===== config.mk =====
export PLATFORM = sky130hd
export DESIGN_NAME = seg_result_sched_flat
export DESIGN_NICKNAME = d
export VERILOG_FILES = /design/src/rtl/seg_result_sched_pkg.sv /design/src/rtl/seg_result_sched_if.sv /design/src/rtl/seg_result_sched_fifo.sv /design/src/rtl/seg_result_sched.sv /design/src/flat_wrapper.sv
export SDC_FILE = /design/constraint.sdc
export NUM_CORES = 1
export LEC_CHECK = 0
export BUFFER_PORTS_ARGS = -buffer_cell sky130_fd_sc_hd__buf_2
export CAP_MARGIN = 10
export CORE_MARGIN = 2
export CORE_UTILIZATION = 30
export CTS_BUF_LIST = sky130_fd_sc_hd__clkbuf_4 sky130_fd_sc_hd__clkbuf_8
export DETAILED_ROUTE_END_ITERATION = 8
export PLACE_DENSITY = 0.5
export REMOVE_ABC_BUFFERS = 1
export SETUP_SLACK_MARGIN = 0.15
export SYNTH_ARGS = -nofsm -noshare
export SYNTH_HDL_FRONTEND = slang
export SYNTH_SLANG_ARGS = --single-unit

===== constraint.sdc =====
create_clock -name clk -period 3.96 [get_ports clk]
set_input_delay 0.792 -clock clk [delete_from_list [all_inputs] [get_ports clk]]
set_output_delay 0.792 -clock clk [all_outputs]
set_load 0.01 [all_outputs]

===== src/rtl/seg_result_sched_pkg.sv =====
// Shared types and constants for the recognition-result display path.
package seg_ctrl_pkg;
  typedef enum logic {IDLE, SHOW} state_t;

  // {digit, conf1, conf2, conf3}, one nibble each
  typedef logic [15:0] result_t;

  localparam logic [3:0] IDLE_CODE_DEF = 4'ha;
endpackage


===== src/rtl/seg_result_sched_if.sv =====
// Result handshake from the recognition engine into the display scheduler.
// valid/ready: a result transfers on a rising edge where in_valid && in_ready;
// the producer keeps data stable while in_valid is high and not yet accepted.
interface seg_result_sched_if;
  logic       in_valid;
  logic       in_ready;
  logic [3:0] in_num;
  logic [3:0] in_p1;
  logic [3:0] in_p2;
  logic [3:0] in_p3;

  modport master (output in_valid, in_num, in_p1, in_p2, in_p3, input in_ready);
  modport slave  (input in_valid, in_num, in_p1, in_p2, in_p3, output in_ready);
endinterface


===== src/rtl/seg_result_sched_fifo.sv =====
// Small result buffer: combinational head, level counter separates full/empty.
module result_fifo #(
  parameter int unsigned DEPTH = 4,
  parameter int unsigned WIDTH = 16
) (
  input  logic                     clk,
  input  logic                     rst_n,
  input  logic                     flush,
  input  logic                     wr_en,
  input  logic [WIDTH-1:0]         wr_data,
  input  logic                     pop,
  output logic [WIDTH-1:0]         rd_data,
  output logic [$clog2(DEPTH):0]   level,
  output logic                     full
);
  localparam int AW = $clog2(DEPTH);

  logic [WIDTH-1:0] mem [DEPTH];
  logic [AW-1:0]    wr_ptr;
  logic [AW-1:0]    rd_ptr;

  assign rd_data = mem[rd_ptr];
  assign full    = (level == (AW+1)'(DEPTH));

  always_ff @(posedge clk) begin
    if (wr_en && !flush) mem[wr_ptr] <= wr_data;
  end

  always_ff @(posedge clk or negedge rst_n) begin
    if (!rst_n) begin
      wr_ptr <= '0;
      rd_ptr <= '0;
      level  <= '0;
    end else if (flush) begin
      wr_ptr <= '0;
      rd_ptr <= '0;
      level  <= '0;
    end else begin
      if (wr_en) wr_ptr <= wr_ptr + 1'b1;
      if (pop)   rd_ptr <= rd_ptr + 1'b1;
      case ({wr_en, pop})
        2'b10:   level <= level + 1'b1;
        2'b01:   level <= level - 1'b1;
        default: level <= level;
      endcase
    end
  end
endmodule


===== src/rtl/seg_result_sched.sv =====
// Holds each buffered recognition result on the display for HOLD_CYCLES clocks.
module seg_result_sched
  import seg_ctrl_pkg::*;
#(
  parameter int unsigned HOLD_CYCLES = 50_000_000,
  parameter int unsigned FIFO_DEPTH  = 4,
  parameter logic [3:0]  IDLE_CODE   = IDLE_CODE_DEF
) (
  input  logic                          clk,
  input  logic                          rst_n,
  input  logic                          clear,
  seg_result_sched_if.slave             res,
  output logic [3:0]                    num,
  output logic [3:0]                    point_num1,
  output logic [3:0]                    point_num2,
  output logic [3:0]                    point_num3,
  output logic                          disp_busy,
  output logic [$clog2(FIFO_DEPTH):0]   fifo_level,
  output state_t                        state_dbg
);
  localparam int CW = $clog2(HOLD_CYCLES);
  localparam logic [CW-1:0] HOLD_LAST = CW'(HOLD_CYCLES - 1);

  state_t        state;
  logic [CW-1:0] hold_cnt;
  result_t       head;
  result_t       wr_data;
  logic          full;
  logic          wr_en;
  logic          pop;
  logic          expire;
  logic          empty;

  assign res.in_ready = !full && !clear;
  assign wr_data      = {res.in_num, res.in_p1, res.in_p2, res.in_p3};
  assign wr_en        = res.in_valid && res.in_ready;
  assign empty        = (fifo_level == '0);
  assign expire       = (state == SHOW) && (hold_cnt == HOLD_LAST);
  // IDLE pops as soon as anything is buffered; SHOW only at hold expiry
  assign pop          = !clear && !empty && ((state == IDLE) || expire);

  assign disp_busy = (state == SHOW);
  assign state_dbg = state;

  result_fifo #(.DEPTH(FIFO_DEPTH), .WIDTH(16)) u_fifo (
    .clk     (clk),
    .rst_n   (rst_n),
    .flush   (clear),
    .wr_en   (wr_en),
    .wr_data (wr_data),
    .pop     (pop),
    .rd_data (head),
    .level   (fifo_level),
    .full    (full)
  );

  always_ff @(posedge clk or negedge rst_n) begin
    if (!rst_n) begin
      state      <= IDLE;
      hold_cnt   <= '0;
      num        <= IDLE_CODE;
      point_num1 <= IDLE_CODE;
      point_num2 <= IDLE_CODE;
      point_num3 <= IDLE_CODE;
    end else if (clear) begin
      state      <= IDLE;
      hold_cnt   <= '0;
      num        <= IDLE_CODE;
      point_num1 <= IDLE_CODE;
      point_num2 <= IDLE_CODE;
      point_num3 <= IDLE_CODE;
    end else begin
      case (state)
        IDLE: begin
          if (pop) begin
            {num, point_num1, point_num2, point_num3} <= head;
            hold_cnt <= '0;
            state    <= SHOW;
          end
        end
        SHOW: begin
          if (pop) begin
            {num, point_num1, point_num2, point_num3} <= head;
            hold_cnt <= '0;
          end else if (expire) begin
            // last result stays on the display while idle
            hold_cnt <= '0;
            state    <= IDLE;
          end else begin
            hold_cnt <= hold_cnt + 1'b1;
          end
        end
        default: state <= IDLE;
      endcase
    end
  end
endmodule


===== src/flat_wrapper.sv =====
// flat-port wrapper written by rule: the top's interface ports become plain ports
module seg_result_sched_flat import seg_ctrl_pkg::*;
#(
  parameter int unsigned HOLD_CYCLES = 50_000_000,
  parameter int unsigned FIFO_DEPTH  = 4,
  parameter logic [3:0]  IDLE_CODE   = IDLE_CODE_DEF
)
  (clk, rst_n, clear, num, point_num1, point_num2, point_num3, disp_busy, fifo_level, state_dbg, res_in_valid, res_in_num, res_in_p1, res_in_p2, res_in_p3, res_in_ready);
  seg_result_sched_if res_i ();
  input  logic clk;
  input  logic rst_n;
  input  logic clear;
  output logic [3:0] num;
  output logic [3:0] point_num1;
  output logic [3:0] point_num2;
  output logic [3:0] point_num3;
  output logic disp_busy;
  output logic [$clog2(FIFO_DEPTH):0] fifo_level;
  output state_t state_dbg;
  input wire logic [$bits(res_i.in_valid)-1:0] res_in_valid;
  input wire logic [$bits(res_i.in_num)-1:0] res_in_num;
  input wire logic [$bits(res_i.in_p1)-1:0] res_in_p1;
  input wire logic [$bits(res_i.in_p2)-1:0] res_in_p2;
  input wire logic [$bits(res_i.in_p3)-1:0] res_in_p3;
  output wire logic [$bits(res_i.in_ready)-1:0] res_in_ready;
  assign res_i.in_valid = res_in_valid;
  assign res_i.in_num = res_in_num;
  assign res_i.in_p1 = res_in_p1;
  assign res_i.in_p2 = res_in_p2;
  assign res_i.in_p3 = res_in_p3;
  assign res_in_ready = res_i.in_ready;
  seg_result_sched #(.HOLD_CYCLES(HOLD_CYCLES), .FIFO_DEPTH(FIFO_DEPTH), .IDLE_CODE(IDLE_CODE)) u_core (.clk(clk), .rst_n(rst_n), .clear(clear), .res(res_i), .num(num), .point_num1(point_num1), .point_num2(point_num2), .point_num3(point_num3), .disp_busy(disp_busy), .fifo_level(fifo_level), .state_dbg(state_dbg));
endmodule

# ---- Yosys cells after proc, flatten, opt, wreduce, memory -nomap -nowiden
# Memory sizes are Yosys's and may differ from the RTL's.
# Index checks and enable logic that the tools add are counted.
dict set report op_classes {
  addsub 5
  n_eq_ne 5
  n_mux 26
  bitwise 1
  reduce_logical 14
}
# op n
set ops {}
lappend ops {{$mux 26} 4}
lappend ops {{$pmux 26 s2} 1}
lappend ops {{$mux 4} 8}
lappend ops {{$add 26x1->26 const B} 1}
lappend ops {{$eq 26x26->1 const B} 1}
lappend ops {{$mux 2} 4}
lappend ops {{$logic_and 1x1->1} 6}
lappend ops {{$mux 1} 6}
lappend ops {{$pmux 3 s2} 1}
lappend ops {{$add 2x1->2 const B} 2}
lappend ops {{$reduce_bool 2->1} 2}
lappend ops {{$add 3x1->3 const B} 1}
lappend ops {{$eq 3x3->1 const B} 1}
lappend ops {{$logic_not 1->1} 3}
lappend ops {{$logic_not 3->1} 1}
lappend ops {{$mux 3} 1}
lappend ops {{$ne 3x3->1 const B} 1}
lappend ops {{$reduce_bool 3->1} 1}
lappend ops {{$sub 3x1->3 const B} 1}
lappend ops {{$eq 2x1->1 const B} 1}
lappend ops {{$eq 2x2->1 const B} 1}
lappend ops {{$pmux 1 s2} 1}
lappend ops {{$logic_or 1x1->1} 1}
lappend ops {{$not 1->1} 1}
dict set report totals {
  ff_bits 50
  ram_bits 64
  input_bits 20
  out_inout_bits 22
  word_cells 61
  mem_count 1
}
# memory depth width rd rd_ports_with_merged_regs write_ports line
set mem_list {}
lappend mem_list {u_core.u_fifo.mem 4 16 1 0 1 seg_result_sched_fifo.sv:18} ;# logic [WIDTH-1:0] mem [DEPTH];

# ---- Logic depth before layout (Yosys ltp)
dict set report logic_depth {
  ltp_word 7
  depth_mapped 11
}

# ---- Hierarchy
# Synthesis repeated with hierarchy kept, for this count alone.
dict set report unflattened {
  cells_unflattened 363
  area_unflattened_um2 5016.1
}
# module n_inst cells_each area_each_um2 seq_area_each_um2
set modules_own_cells {}
lappend modules_own_cells {result_fifo 1 126 2783.9 2097.0}
lappend modules_own_cells {seg_result_sched 1 237 2232.1 1086.0}

# ---- Least setup slack after synthesis
# No wires, ideal clock.
dict set report synth_timing {
  kind {flip-flop to flip-flop}
  start {reg u_core.hold_cnt[14]}
  end {reg u_core.u_fifo.level[2]}
  arrival_ps 2882
  t_required_ps 3840
  slack_ps 957
  path_stages_with_launch 10
  n_path_buf 0
  path_cell_list {dfrtp_1 nand4_1 or4_4 o41ai_4 nand2_2 or3_1 fa_1 nor4_1 a221oi_1 o211a_1}
}
dict set report synth_between {
  elab_chain_cells 7
  word_cells_on_any_way 9
  classes_between {eq/ne (3); mux (2); reduce/logical (4)}
}
# item line
set synth_lines {}
lappend synth_lines {{start, declared} seg_result_sched.sv:25} ;# logic [CW-1:0] hold_cnt;
lappend synth_lines {{start signal, assigned} seg_result_sched.sv:90} ;# hold_cnt <= hold_cnt + 1'b1;
lappend synth_lines {{$eq 26x26->1 (*)} seg_result_sched.sv:38} ;# assign expire = (state == SHOW) && (hold_cnt == HOLD_LAST);
lappend synth_lines {{$logic_and 1x1->1 (*)} seg_result_sched.sv:38}
lappend synth_lines {{$logic_or 1x1->1 (*)} seg_result_sched.sv:40} ;# assign pop = !clear && !empty && ((state == IDLE) || expire);
lappend synth_lines {{$logic_and 1x1->1 (*)} seg_result_sched.sv:40}
lappend synth_lines {{$eq 2x1->1 or $eq 2x2->1 (tied branches)} seg_result_sched_fifo.sv:41} ;# case ({wr_en, pop})
lappend synth_lines {{$pmux 3 s2} seg_result_sched_fifo.sv:41}
lappend synth_lines {{$mux 3} seg_result_sched_fifo.sv:34} ;# end else if (flush) begin
lappend synth_lines {{end signal, assigned} seg_result_sched_fifo.sv:42} ;# 2'b10: level <= level + 1'b1;
lappend synth_lines {{end signal, assigned} seg_result_sched_fifo.sv:43} ;# 2'b01: level <= level - 1'b1;
lappend synth_lines {{end signal, assigned} seg_result_sched_fifo.sv:44} ;# default: level <= level;
lappend synth_lines {{end, declared} seg_result_sched_fifo.sv:13} ;# output logic [$clog2(DEPTH):0] level,
# Every way passes the cells marked *; elsewhere a longest branch is shown, timed or not.
# A chain may end at the register's enable or synchronous reset.

# ---- Worst setup path after layout
# Same ends and word-level chain as after synthesis.

==> results.txt <==
Outcome: finished clean
Die area: 17,600 sq um
Largest area contributor in the netlist: edfxtp_1
WP data arrival: 3.53 ns
# clock sinks: 114
Initial DRT Pass Iterations: 4
H-tree Lvls: 4
RSZ-0062 raised after global routing: no
Inserted Diodes: 0
Most frequent cell after synthesis: edfxtp_1
VDD IR-drop max: 0.326 mV
Gr ovfl total: 0
Skew-Pair Late Insertion Delay: 0.42 ns
Starting density of the core: 31.0%
Routed len/inst: 16.4 microns
CP Max Fanout: 17
Yosys top cell area share: 38.8%
Crit path required time: 4.27 ns
Worst slew pin tran: 0.943 ns
HP Class: input port to asynchronous set/reset pin
Initial drt markers: 183
Filler cells: 1,587
Pwr dens: 638 nW/um^2
Root Driver: clkbuf_8
Total GRT Usage: 12.9%
Register area: 3180 sq um
Area Overhead vs Synth: 18.1%
Setup_tns: 0 ns
Area of the multi-input gates: 1640 sq um
Die height: 133 microns
Hpwl dp: 6630 microns
Num CTS Buffers: 17
Netlist Area Pre-Place: 4960 sq um
Max_cap viols: 0
Clk slew on worst S/H paths: 0.07 ns
Clk buf depth: 2
Cell row count: 46
Final Hold Fails: 0
Vias: 3,141
Resize count post-CTS: 0
Hold_buf cts: 0
I/O Pins: 42
Async S/R FF share, synth: 43.9%
Cell family with most CP delay: simple AND/OR/NAND/NOR gates
Residual DRC: 0
Number of global-route vias before repair: 3,237
ANT nets after route: 0
Placement Setup Slack: 0.778 ns
Critical path buffers and inverters: 1
TritonCTS clock tree: built
Critical path, cell by cell: nand4_1 -> or4_4 -> o41ai_4 -> nand2_2 -> buf_4 -> or3_1 -> fa_1 -> nor4_1 -> a221oi_1 -> o211a_1
Setup crit end kind: register
Final period utilization: 81.3%
Most used DFF post-synth: edfxtp_1
Sequential share of the synthesized area: 64.2%
Top post-synthesis cells by area: edfxtp_1, dfrtp_1, mux4_2
Layout cell share with drive strength beyond 1: 29.1%
PortBufs: 41
Initial antenna violation count: 0
Setup violations, final: 0
Largest net degree at the start of global routing: 38
Yosys cell types: 43
Largest stage delay on the critical path: 0.51 ns
Final setup margin: 0.740 ns
Tmin final: 3.22 ns
Crit Path Class: register to register
Syn. warnings: 0
Maximum clock rate: 0.311 GHz
Nets@finish: 446
Mean Syn Cell Area: 13.4 sq um
Fin Clk Skew: 0.0118 ns
Placer Congestion: 0.764
Yosys reg bits: 114
Vias per Instance: 4.84
Slew headroom: 36.9%
Post-synth EDFFs: 64
Startpoint class of the critical path: register
Synthesized instance count: 371
Most instantiated cells after synthesis: edfxtp_1, dfrtp_1, nor2_1, nor3_1, nand2_1
Core area: 16,000 sq um
# Post-CTS Setup Buffers: 0
First-pass GRT wire length: 17,300 microns
Final WL: 10,700 microns
Final slew viol count: 0
Slowest CP cell: or4_4
Leak: 2.12 nW
Die W: 133 microns
-- placed cells by master, fill, tap and decap left out, types with 2 or more instances in the layout --
| cell | instances |
|---|---|
| clkinv_4 | 4 |
| ha_1 | 5 |
| dfstp_2 | 8 |
| nor4_1 | 3 |
| a21oi_2 | 8 |
| nand2_2 | 9 |
| xnor2_1 | 9 |
| clkbuf_4 | 3 |
| nand4_1 | 8 |
| mux4_2 | 16 |
| edfxtp_1 | 64 |
| inv_1 | 6 |
| dfrtp_1 | 42 |
| buf_4 | 9 |
| nand2_1 | 25 |
| a31oi_1 | 9 |
| bufinv_16 | 5 |
| nor3_1 | 26 |
| clkbuf_8 | 17 |
| a41oi_1 | 2 |
| xor2_1 | 7 |
| buf_2 | 41 |
| nor2b_1 | 3 |
| nand3_1 | 12 |
| nor2_1 | 34 |
| nor3b_1 | 2 |
| and2_1 | 6 |
| or3_1 | 8 |
| and3_1 | 5 |
| o21ai_0 | 9 |
| a21oi_1 | 13 |
-- worst paths after layout --
| path | start | slack, ns | cells after the start | endpoint |
|---|---|---|---|---|
| min in group clk | u_core.hold_cnt[12] | 0.53 | 1 | u_core.hold_cnt[12] |
| min | rst_n | 0.50 | 1 | u_core.hold_cnt[4] |
| max in group asynchronous | rst_n | 2.73 | 2 | u_core.hold_cnt[23] |
| max reg2reg | u_core.hold_cnt[14] | 0.74 | 10 | u_core.u_fifo.level[2] |
| min reg2reg | u_core.hold_cnt[12] | 0.53 | 1 | u_core.hold_cnt[12] |
| max | u_core.hold_cnt[14] | 0.74 | 10 | u_core.u_fifo.level[2] |
-- where the power goes --
group	switching, W	internal [W]
Combinational	0.000560	0.000367
Sequential	0.000122	0.00142
Clock	0.000484	0.000775
-- flip-flops by register name, indices dropped and copies added (netlist names) --
| name | count |
|---|---|
| u_core.u_fifo.mem | 64 |
| u_core.hold_cnt | 26 |
| u_core.num | 4 |
| u_core.point_num1 | 4 |
| u_core.point_num2 | 4 |
| u_core.point_num3 | 4 |
| u_core.u_fifo.level | 3 |
| u_core.u_fifo.rd_ptr | 2 |
| u_core.u_fifo.wr_ptr | 2 |
| u_core.disp_busy | 1 |
-- cells by family (layout without fill, tap and decap cells) --
kind of cell	after synthesis	count (layout)	synth area share (%)
buf+inv	26	88	2.70
compound gates	48	48	6.72
mux	16	16	7.27
flops	114	114	64.2
simple gates	145	145	14.6
xor+xnor	16	16	2.83
fa+ha+maj	6	6	1.67
-- worst reg2reg max path, stage by stage, from the launching register on --
cell	delay, ns
dfrtp_1	0.43
nand4_1	0.14
or4_4	0.51
o41ai_4	0.41
nand2_2	0.07
buf_4	0.22
or3_1	0.40
fa_1	0.43
nor4_1	0.30
a221oi_1	0.08
o211a_1	0.14
-- per-stage QoR --
step / total power (W) / hold WS (ns) / instances / util [%] / cell area, sq um
after floorplan: 0.00213 / 0.472 / 351 / - / 4840
after global placement: 0.00249 / 0.517 / 617 / 33.7 / 5390
after detailed placement: 0.00251 / 0.508 / 617 / 33.7 / 5390
after CTS: 0.00378 / 0.515 / 649 / 36.6 / 5850
after global routing: 0.00393 / 0.549 / 649 / 36.6 / 5850
final: 0.00373 / 0.497 / 649 / 36.6 / 5850
-- final cells by class --
type                       instances  share of cell area, %
multi-input combinational        231                   28.0
clock inverter                    12                   3.53
timing repair buffer              50                   4.66
clock buffer                      20                   4.38
inverter                           6                  0.385
tap                              216                   4.62
sequential                       114                   54.4
-- layer usage --
metal,up-vias,wire [microns],share of wire (%),GRT usage (%)
li1,1474,-,-,-
met1,1591,4760,45,16.2
met2,67,5270,49,21.3
met3,9,532,5.0,4.41
met4,0,120,1.1,3.88
met5,-,0,0,0
Note: power is estimated with default switching activity, not from simulation.
